==> config.mk <==
export PLATFORM = sky130hd
export DESIGN_NAME = expr_eval_arbiter_flat
export DESIGN_NICKNAME = d
export VERILOG_FILES = /design/src/rtl/expr_eval_if.sv /design/src/rtl/expr_eval_arbiter.sv /design/src/flat_wrapper.sv
export SDC_FILE = /design/constraint.sdc
export NUM_CORES = 1
export LEC_CHECK = 0
export BUFFER_PORTS_ARGS = -buffer_cell sky130_fd_sc_hd__buf_4
export CORE_AREA = 2 2 191 193
export DETAILED_ROUTE_END_ITERATION = 8
export DIE_AREA = 0 0 193 195
export PLACE_DENSITY = 0.45
export SLEW_MARGIN = 30
export SYNTH_ARGS = -nofsm -noshare
export SYNTH_HDL_FRONTEND = slang
export SYNTH_SLANG_ARGS = --single-unit
export TNS_END_PERCENT = 10
==> constraint.sdc <==
create_clock -name clk -period 2.2 [get_ports clk]
set_input_delay 0.55 -clock clk [delete_from_list [all_inputs] [get_ports clk]]
set_output_delay 0.55 -clock clk [all_outputs]
set_load 0.005 [all_outputs]
==> src/rtl/expr_eval_if.sv <==
// Request/response bundle between requesters, the
// shared evaluator arbiter and the response consumer.
interface expr_eval_if #(
  parameter int NREQ = 4,
  parameter int OPW  = 60,
  parameter int RESW = 90
);
  localparam int IDW = $clog2(NREQ);

  logic [NREQ-1:0]     req_valid;
  logic [NREQ-1:0]     req_ready;
  logic [NREQ*OPW-1:0] req_operands;
  logic                rsp_valid;
  logic                rsp_ready;
  logic [IDW-1:0]      rsp_id;
  logic [RESW-1:0]     rsp_result;

  modport slave (
    input  req_valid,
    input  req_operands,
    input  rsp_ready,
    output req_ready,
    output rsp_valid,
    output rsp_id,
    output rsp_result
  );

  modport master (
    output req_valid,
    output req_operands,
    output rsp_ready,
    input  req_ready,
    input  rsp_valid,
    input  rsp_id,
    input  rsp_result
  );
endinterface

==> src/rtl/expr_eval_arbiter.sv <==
// Round-robin sharing of one combinational expression
// evaluator among NREQ requesters, one job in flight.
module expr_eval_arbiter #(
  parameter int NREQ        = 4,
  parameter int OPW         = 60,
  parameter int RESW        = 90,
  parameter int EVAL_CYCLES = 1
) (
  input  logic            clk,
  input  logic            reset,
  expr_eval_if.slave      bus,
  output logic [OPW-1:0]  dp_operands,
  input  logic [RESW-1:0] dp_result,
  output logic            busy
);
  localparam int IDW = $clog2(NREQ);
  localparam int CW  = $clog2(EVAL_CYCLES + 1);

  typedef enum logic [1:0] {
    IDLE,
    EVAL,
    RESP
  } state_t;

  state_t         state;
  logic [IDW-1:0] rr_ptr;
  logic [IDW-1:0] id;
  logic [CW-1:0]  cnt;
  logic [IDW-1:0] gidx;
  logic [IDW-1:0] j;
  logic           found;

  // First pending requester at or after rr_ptr, wrapping.
  always_comb begin
    found = 1'b0;
    gidx  = '0;
    j     = '0;
    for (int k = 0; k < NREQ; k++) begin
      j = IDW'((int'(rr_ptr) + k) % NREQ);
      if (!found && bus.req_valid[j]) begin
        found = 1'b1;
        gidx  = j;
      end
    end
  end

  assign bus.req_ready =
    (!reset && state == IDLE && found) ?
    (NREQ'(1) << gidx) : '0;

  assign busy = (state != IDLE);

  always_ff @(posedge clk) begin
    if (reset) begin
      state          <= IDLE;
      rr_ptr         <= '0;
      id             <= '0;
      cnt            <= '0;
      dp_operands    <= '0;
      bus.rsp_valid  <= 1'b0;
      bus.rsp_id     <= '0;
      bus.rsp_result <= '0;
    end else begin
      unique case (state)
        IDLE: begin
          if (found) begin
            dp_operands <=
              bus.req_operands[int'(gidx)*OPW +: OPW];
            id    <= gidx;
            cnt   <= CW'(EVAL_CYCLES - 1);
            state <= EVAL;
          end
        end
        EVAL: begin
          if (cnt == '0) begin
            bus.rsp_result <= dp_result;
            bus.rsp_id     <= id;
            bus.rsp_valid  <= 1'b1;
            state          <= RESP;
          end else begin
            cnt <= cnt - 1'b1;
          end
        end
        RESP: begin
          if (bus.rsp_ready) begin
            bus.rsp_valid <= 1'b0;
            rr_ptr <= (id == IDW'(NREQ - 1)) ?
                      '0 : id + 1'b1;
            state  <= IDLE;
          end
        end
        default: state <= IDLE;
      endcase
    end
  end
endmodule
==> src/flat_wrapper.sv <==
// flat-port wrapper written by rule: the top's interface ports become plain ports
module expr_eval_arbiter_flat 
#(
  parameter int NREQ        = 4,
  parameter int OPW         = 60,
  parameter int RESW        = 90,
  parameter int EVAL_CYCLES = 1
)
  (clk, reset, dp_operands, dp_result, busy, bus_req_valid, bus_req_operands, bus_rsp_ready, bus_req_ready, bus_rsp_valid, bus_rsp_id, bus_rsp_result);
  expr_eval_if #(.NREQ(NREQ), .OPW(OPW), .RESW(RESW)) bus_i ();
  input  logic clk;
  input  logic reset;
  output logic [OPW-1:0] dp_operands;
  input  logic [RESW-1:0] dp_result;
  output logic busy;
  input wire logic [$bits(bus_i.req_valid)-1:0] bus_req_valid;
  input wire logic [$bits(bus_i.req_operands)-1:0] bus_req_operands;
  input wire logic [$bits(bus_i.rsp_ready)-1:0] bus_rsp_ready;
  output wire logic [$bits(bus_i.req_ready)-1:0] bus_req_ready;
  output wire logic [$bits(bus_i.rsp_valid)-1:0] bus_rsp_valid;
  output wire logic [$bits(bus_i.rsp_id)-1:0] bus_rsp_id;
  output wire logic [$bits(bus_i.rsp_result)-1:0] bus_rsp_result;
  assign bus_i.req_valid = bus_req_valid;
  assign bus_i.req_operands = bus_req_operands;
  assign bus_i.rsp_ready = bus_rsp_ready;
  assign bus_req_ready = bus_i.req_ready;
  assign bus_rsp_valid = bus_i.rsp_valid;
  assign bus_rsp_id = bus_i.rsp_id;
  assign bus_rsp_result = bus_i.rsp_result;
  expr_eval_arbiter #(.NREQ(NREQ), .OPW(OPW), .RESW(RESW), .EVAL_CYCLES(EVAL_CYCLES)) u_core (.clk(clk), .reset(reset), .bus(bus_i), .dp_operands(dp_operands), .dp_result(dp_result), .busy(busy));
endmodule
Yosys cells after proc, flatten, opt, wreduce, memory -nomap -nowiden
Cells that the tools add are included.

Flip-flop bits (word level): 160. Logic and storage cells: 74. Output and inout bits: 158. Bits of input ports: 337.

Add/subtract/negate cells: 5. Equal/unequal tests: 6. Shift-type cells: 2. Bitwise operators: 1. $mul: 1. $lt $le $gt $ge: 4. Muxes and demuxes: 28. Reductions and logical operators: 19.

Operators with widths (count): indexed part select 240 x 32 -> 60 bit (1); 2-to-1 mux 2 bit (8); < comparator 2 x 3 -> 1 bit, second input constant (4); 2-to-1 mux 1 bit (12); binary-select mux 1 bit (select 2 bit) (4); AND reduction 2 bit (4); multiplier 2 x 4 -> 6 bit, second input constant (1); case mux 2 bit (3 select lines) (1); AND reduction 3 bit (2); nonzero test 2 bit (3); logical AND 1 bit (5); adder 2 x 1 -> 2 bit, second input constant (2); adder 2 bit, second input constant (2); == test 2 bit, second input constant (2); zero test 1 bit (4); 2-to-1 mux 4 bit (1); != test 2 bit, second input constant (2); case mux 1 bit (2 select lines) (2); << shifter 1 x 2 -> 4 bit, first input constant (1); == test 2 x 1 -> 1 bit, second input constant (1); zero test 2 bit (1); != test 2 x 1 -> 1 bit, second input constant (1); NOT 1 bit (1); subtractor 1 bit, second input constant (1).

Longest topological paths before layout
Gate-level depths: netlist of the first run.

Depth after elaboration: 14. Gate-level depth with buffers: 8. Gate-level depth less buffers: 5.

Worst setup path after synthesis of the first run
OpenSTA, ideal clock, no wires.

Path kind: input-to-output. Start: input bus_req_valid[0]. End: output bus_req_ready[2]. Cell stages on the path: 6. Buffers on the path: 2. Arrival: 1.702 ns. Setup slack: -0.052 ns. Cell sequence: buf_2 -> or4_1 -> nand2_1 -> buf_4 -> nor2_1 -> and3_1.

Cells in the longest elaborated chain, start to end: 14. Elaborated cells between the ends (all ways): 25.

RTL lines: start, declared (RTL line flat_wrapper.sv:16) `input wire logic [$bits(bus_i.req_valid)-1:0] bus_req_valid;`; binary-select mux 1 bit (select 2 bit) (RTL line expr_eval_arbiter.sv:40) `if (!found && bus.req_valid[j]) begin`; 2-to-1 mux 1 bit (not written as such) (RTL line expr_eval_arbiter.sv:40); 2-to-1 mux 1 bit (RTL line expr_eval_arbiter.sv:40); zero test 1 bit (RTL line expr_eval_arbiter.sv:40); logical AND 1 bit (RTL line expr_eval_arbiter.sv:40); 2-to-1 mux 1 bit (RTL line expr_eval_arbiter.sv:40); zero test 1 bit (RTL line expr_eval_arbiter.sv:40); logical AND 1 bit (RTL line expr_eval_arbiter.sv:40); 2-to-1 mux 1 bit (RTL line expr_eval_arbiter.sv:40); zero test 1 bit (RTL line expr_eval_arbiter.sv:40); logical AND 1 bit (RTL line expr_eval_arbiter.sv:40); 2-to-1 mux 2 bit or 2-to-1 mux 1 bit (tied branches) (RTL line expr_eval_arbiter.sv:40); << shifter 1 x 2 -> 4 bit or logical AND 1 bit (tied branches) (RTL line expr_eval_arbiter.sv:49, expr_eval_arbiter.sv:48); 2-to-1 mux 4 bit (*) (RTL line expr_eval_arbiter.sv:48) `(!reset && state == IDLE && found) ?`; end, declared (RTL line flat_wrapper.sv:19) `output wire logic [$bits(bus_i.req_ready)-1:0] bus_req_ready;`.

Mark *: on every way between the ends. The rest lies on a longest branch, timed or not. The select of a mux whose other input is x is not followed.

Worst setup path after layout of the first run
Start: input bus_req_valid[1]. End: output bus_req_ready[1].

The elaborated chain is that of the path after synthesis.

==> run_results.csv, run 1 <==
group,metric,value,unit
status,status,"finished clean",
floorplan,num_rows,69,
synthesis,yosys.cell_types.count,37,
critical_path,cp-start-kind,"primary input",
synthesis,synth-main-ff-cell,"dfxtp_1",
sta,clock.fmax,457,MHz
drt,wirelength,36700,um
final_layout,fin_nets,1757,
cts,cts_root_buf,"clkbuf_16",
floorplan,num_io_pins,495,
synthesis,async_flop_share,0,%
final_layout,fillers,3809,
drt,viasPerCell,4.68,
cts,h-tree-depth,4,
grt,grt_pass1_wl,54200,um
grt,overflow,0,
drt,wl_met3,3130,um
grt,grt_pass1_vias,8764,
critical_path,cp_cell_sequence,"buf_8 > or4_4 > nand2_4 > buf_6 > nor4_4 > buf_4",
sta,clock_skew,0.00959,ns
cts,path_clk_slew,0.07,ns
place,place_ws,-0.151,ns
synthesis,synth_area_leaders,"dfxtp_1 43%, nand2_1 9.7%, a221oi_1 7.1%",
cts,numCtsBuffers,17,
pwr,vdd_drop_max,0.509,mV
final_layout,layout-drive-gt1-share,42.3,%
synthesis,synth_nets,1289,
drt,drc_errors,0,
final_layout,syn2layout_area_growth,71.1,%
critical_path,crit_fanout,3,
drt,detail-route-antenna-nets,0,
synthesis,ys_warn_count,0,
floorplan,dieArea,37600,um2
synthesis,synth_area_leader_cell,"dfxtp_1",
cts,cts_buffer_depth,2,
cts,clock_sinks,159,
drt,top_layer,"met4",
final_layout,layout_commonest_cell,"buf_4",
grt,antenna_found_initial,1,
critical_path,endpoint_kind,"primary output",
synthesis,syn-cell-area,7380,um2
critical_path,crit_type,"primary input to primary output",
critical_path,required,1.65,ns
critical_path,critPathSlowestCell,"or4_4",
sta,rsz0062_at_grt,"yes",
sta,worst_slew_pin_slew,0.914,ns
cts,tritoncts,"yes",
sta,slew_violations,0,
drt,met1_length,14800,um
grt,globalRouteTotalUtil,18.9,%
sta,fin_setup_tns,0,ns
sta,fin_crit_sh,99.5,%
place,numPortBuffers,494,
synthesis,synthCells,951,
cts,clk_latency,0.44,ns
floorplan,start_util,20.9,%
synthesis,synth-seq-area-share,43.1,%
pwr,leakagePower,5.56,nW
synthesis,synth.top_cell.area_share,43.1,%
sta,setup-violations-final,0,
sta,fin_crit,2.19,ns
place,dp_hpwl,26600,um
drt,wl_per_cell,19.4,um
floorplan,die_w,193,um
sta,finalHoldViolations,0,
synthesis,ys_seq_elements,159,
critical_path,cp_slowest_stage_delay,0.55,ns
sta,max-slew-margin-rel,39.1,%
final_layout,layout_common_cells,"526 x buf_4, 187 x nand2_1, 156 x dfxtp_1",
hold_path,hp-class,"primary input to register",
flow_run,maxCapViolations,0,
drt,drt_iter0_drc,405,
pwr,report.power.total,9.07,mW
grt,grt_max_degree,94,
drt,firstDrtPassIters,5,
synthesis,synth_edf_count,0,
synthesis,syn_area_per_cell,7.76,um2
floorplan,die_h,195,um
sta,fin_ws,0.0111,ns
drt,dr_total_vias,8857,
floorplan,coreArea,35400,um2
critical_path,critical_path_arrival,1.64,ns
pwr,powerDensity,718,nW/um2
drt,dr_wl_met2,18000,um
place,routabilityCongestion,0.813,
==> sequential cells by signal (all words and copies together), names as in the netlist <==
register,flops
u_core.bus.rsp_valid,1
u_core.state,2
u_core.bus.rsp_id,2
u_core.rr_ptr,2
u_core.dp_operands,60
u_core.bus.rsp_result,90
u_core.id,2
==> worst paths after layout <==
check | from | slack [ns] | end | cells past startpoint
hold reg to reg | u_core.bus.rsp_result[64] | 0.45 | u_core.bus.rsp_result[64] | 2
setup reg to reg | u_core.rr_ptr[1] | 0.17 | u_core.dp_operands[27] | 7
setup / recovery | bus_req_valid[1] | 0.01 | bus_req_ready[1] | 6
hold / removal | dp_result[43] | 0.35 | u_core.bus.rsp_result[43] | 3
==> cell families after synthesis <==
logic type / count (synthesis) / share of synthesized area (%)
AND/OR/NAND/NOR: 337 / 19.1
AO/OA/AOI/OAI: 351 / 31.5
buffers and inverters: 102 / 5.95
multiplexers: 1 / 0.136
flip-flops: 159 / 43.1
adder cells (fa/ha/maj): 1 / 0.169
==> metrics by stage <==
stage / cells / cell area, um2 / utilization, % / hold slack [ns]
after floorplan: 951 / 7390 / - / 0.449
final: 1894 / 12600 / 35.7 / 0.354
after CTS: 1889 / 12500 / 35.4 / 0.310
after global placement: 1856 / 11800 / 33.5 / 0.442
after detailed placement: 1856 / 11800 / 33.5 / 0.447
after global routing: 1894 / 12600 / 35.7 / 0.321
==> metal layers <==
| metal | up-vias | track usage [%] |
|---|---|---|
| li1 | 4332 | - |
| met1 | 4167 | 22.8 |
| met2 | 328 | 32.0 |
| met3 | 30 | 5.90 |
| met4 | 0 | 5.30 |
| met5 | - | 0 |
==> where the power goes <==
group	internal [mW]	leakage [nW]	total [mW]	switching, mW
registers	3.17	1.31	3.33	0.162
clock network	1.97	0.310	3.31	1.35
logic	1.26	3.94	2.42	1.16
total	6.40	5.56	9.07	2.67
==> timing repair <==
action	4_1_cts	5_1_grt
setup buffers	1	5
endpoints found under the setup margin	4	4
hold buffers	0	0
resized for setup	12	14
pin swaps	3	9
==> synth_stat cells, types with 2 or more instances <==
cell type / instances
nand2_1: 190
clkbuf_2: 2
a221oi_1: 60
a21oi_1: 98
dfxtp_1: 159
nor2_1: 71
or4_1: 2
nor3_1: 2
o21ai_0: 63
a211oi_1: 60
nand3_1: 60
a211o_1: 2
clkbuf_1: 64
nor2b_1: 2
a21o_1: 60
and2_1: 2
inv_1: 3
buf_4: 5
buf_2: 28
==> worst max-delay path, delay by kind of cell <==
family,cells,cell delay [ns]
AND/OR/NAND/NOR,3,0.70
buffers and inverters,3,0.38
==> area by class of cell <==
class                           count  area [um2]  share of cell area, %
Inverter                            3        11.3                 0.0892
Clock buffer                       20         447                   3.54
Tap cell                          461         577                   4.57
Multi-Input combinational cell    690        3860                   30.6
Timing Repair Buffer              548        4340                   34.4
Antenna cell                        1        2.50                 0.0198
Clock inverter                     12         194                   1.54
Sequential cell                   159        3190                   25.3
No activity file was read; power rests on OpenSTA's default activity.
==> inputs of run 2 (changes only) <==
Settings changed: CORE_AREA 2 2 191 193 to 2 2 193 195, DIE_AREA 0 0 193 195 to 0 0 195 197, PLACE_DENSITY 0.45 to 0.43.
Clock period 2.2 ns to 2.18 ns, I/O delays scaled along.
==> run 2 against run 1 <==
Effect of this change:
- sequential cell count unchanged
- global-route usage about the same
- largest cell class unchanged
- critical endpoint is now bus_req_ready[3]
- power down 2.7%
- clock-buffer cell count shrank 1
- sequential power about the same
- worst setup slack better by 0.012 ns
- combinational power about the same
- via count fell by 0.25%
- critical path type unchanged
==> run_results.csv, run 2 (synthesis gave the netlist of run 1 again) <==
group,metric,value,unit
sta,clock.fmax,464,MHz
grt,overflow,0,
critical_path,critical_path_arrival,1.61,ns
critical_path,cp_num_buf_inv,3,
critical_path,crit_type,"primary input to primary output",
sta,worst_slew_pin_slew,0.925,ns
floorplan,start_util,20.4,%
cts,cts_root_buf,"clkbuf_16",
drt,firstDrtPassIters,5,
final_layout,final_core_util,34.7,%
drt,viasPerCell,4.64,
drt,wl_per_cell,19.6,um
cts,path_clk_slew,0.07,ns
floorplan,die_w,195,um
floorplan,die_h,197,um
cts,h-tree-depth,4,
pwr,switchingPower,2.72,mW
critical_path,cp_slowest_stage_delay,0.55,ns
final_layout,n_antenna_cell,0,
grt,grt_pass1_vias,8643,
flow_run,maxCapViolations,0,
final_layout,fillers,3908,
floorplan,coreArea,36300,um2
floorplan,dieArea,38400,um2
cts,clk_latency,0.45,ns
drt,drt_iter0_drc,388,
sta,fin_crit,2.16,ns
sta,finalHoldViolations,0,
final_layout,layout-drive-gt1-share,42.4,%
place,placed_area,11900,um2
floorplan,num_io_pins,495,
drt,dr_total_vias,8835,
grt,grt_max_degree,84,
place,place_ws,-0.154,ns
final_layout,syn2layout_area_growth,70.2,%
cts,numCtsBuffers,17,
sta,setup-violations-final,0,
pwr,powerDensity,702,nW/um2
final_layout,final_area,12600,um2
cts,tritoncts,"yes",
cts,cts_buffer_depth,2,
sta,fin_setup_tns,0,ns
grt,globalRouteTotalUtil,18.9,%
final_layout,layout_commonest_cell,"buf_4",
critical_path,endpoint_kind,"primary output",
critical_path,r2r_end,"u_core.dp_operands[14]",
final_layout,largest_reg_flops,90,
pwr,intPower,6.10,mW
final_layout,fin_nets,1760,
grt,antenna_found_initial,0,
pwr,swShare,30.9,%
final_layout,layout_common_cells,"530 x buf_4, 188 x nand2_1, 155 x dfxtp_1",
sta,max-slew-margin-rel,38.3,%
final_layout,top_register,"u_core.bus.rsp_result",
cts,cts_hold_buf,0,
sta,slew_violations,0,
drt,detail-route-antenna-nets,0,
pwr,vdd_drop_max,0.583,mV
status,status,"finished clean",
final_layout,reg_top3,"u_core.bus.rsp_result (90), u_core.dp_operands (60)",
critical_path,required,1.63,ns
hold_path,hp-class,"primary input to register",
critical_path,cp-startpoint,"bus_req_valid[0]",
critical_path,crit_path_frequent_cell,"buf_4",
sta,clock_skew,0.00843,ns
pwr,pwr-share-seq,38.1,%
critical_path,r2r_start,"u_core.rr_ptr[0]",
drt,wirelength,37400,um
critical_path,critPathSlowestCell,"or4_4",
pwr,combPwrFrac,27.7,%
critical_path,r2r_slack,0.18,ns
critical_path,cp_cell_sequence,"buf_6 > or4_4 > nand2_4 > buf_4 > nor3_1 > buf_4",
place,numPortBuffers,494,
floorplan,num_rows,70,
pwr,leakagePower,5.55,nW
critical_path,reg2reg_depth,9,
sta,rsz0062_at_grt,"yes",
cts,clock_sinks,159,
critical_path,crit_fanout,3,
grt,grt_pass1_wl,55000,um
drt,drc_errors,0,
critical_path,crit_family,"simple AND/OR/NAND/NOR gates",
critical_path,critical_path_depth,6,
pwr,pwr-share-clk,34.3,%
critical_path,endpoint,"bus_req_ready[3]",
place,routabilityCongestion,0.800,
pwr,report.power.total,8.82,mW
sta,fin_crit_sh,98.9,%
sta,fin_ws,0.0232,ns
critical_path,cp-start-kind,"primary input",
place,dp_hpwl,27700,um
-- run 2: cell types whose count changed in the layout (fill, tap and decap cells not counted), moves of 2 or more --
cell,previous run,this run
buf_4,526,530
bufinv_16,4,1
clkinv_2,0,3
buf_12,16,14
dfxtp_4,2,4
inv_6,4,6
-- run 2: worst min-delay path: stages --
cell	delay [ns]
buf_4	0.11
nand2_1	0.04
a21oi_1	0.05
-- run 2: worst min path at each step --
stage / from / end / slack [ns] / depth (start not counted)
after CTS: dp_result[74] / u_core.bus.rsp_result[74] / 0.31 / 3
final: dp_result[10] / u_core.bus.rsp_result[10] / 0.34 / 3
after floorplan: u_core.id[1] / u_core.bus.rsp_id[1] / 0.45 / 2
after global placement: u_core.bus.rsp_result[42] / u_core.bus.rsp_result[42] / 0.44 / 2
after detailed placement: u_core.bus.rsp_result[0] / u_core.bus.rsp_result[0] / 0.45 / 2
after global routing: dp_result[70] / u_core.bus.rsp_result[70] / 0.31 / 3
-- run 2: power by group through the flow --
stage | combinational [mW] | sequential, mW | clock (mW)
2_1_floorplan | 0.961 | 3.43 | 0
3_3_place_gp | 2.43 | 3.41 | 0
3_5_place_dp | 2.43 | 3.43 | 0
4_1_cts | 2.47 | 3.36 | 3.14
5_1_grt | 2.67 | 3.39 | 3.26
6_report | 2.44 | 3.36 | 3.02
-- run 2: through the flow --
step / hold WS (ns) / std cells
after floorplan: 0.449 / 951
after global placement: 0.442 / 1868
after detailed placement: 0.447 / 1868
after CTS: 0.312 / 1903
after global routing: 0.313 / 1903
final: 0.340 / 1903
-- run 2: per-layer routing --
metal / GRT usage [%] / routed length (um)
met1: 22.9 / 15600
met2: 32.8 / 18600
met4: 4.64 / 445
met5: 0 / 0
met3: 5.41 / 2610
-- run 2: repair_timing --
| item | 4_1_cts | 5_1_grt |
|---|---|---|
| endpoints found under the setup margin | 4 | 4 |
| buffers inserted | 3 | 1 |
| resized for setup | 19 | 8 |
| pin swaps | 6 | 10 |
-- run 2: final cells by class --
type,count,area [um2],share of cell area [%]
Clock buffer,19,443,3.52
Clock inverter,13,126,1.01
Inverter,3,11.3,0.0896
Multi-Input combinational cell,690,3860,30.7
Sequential cell,159,3200,25.5
Tap cell,468,586,4.66
Timing Repair Buffer,551,4340,34.6
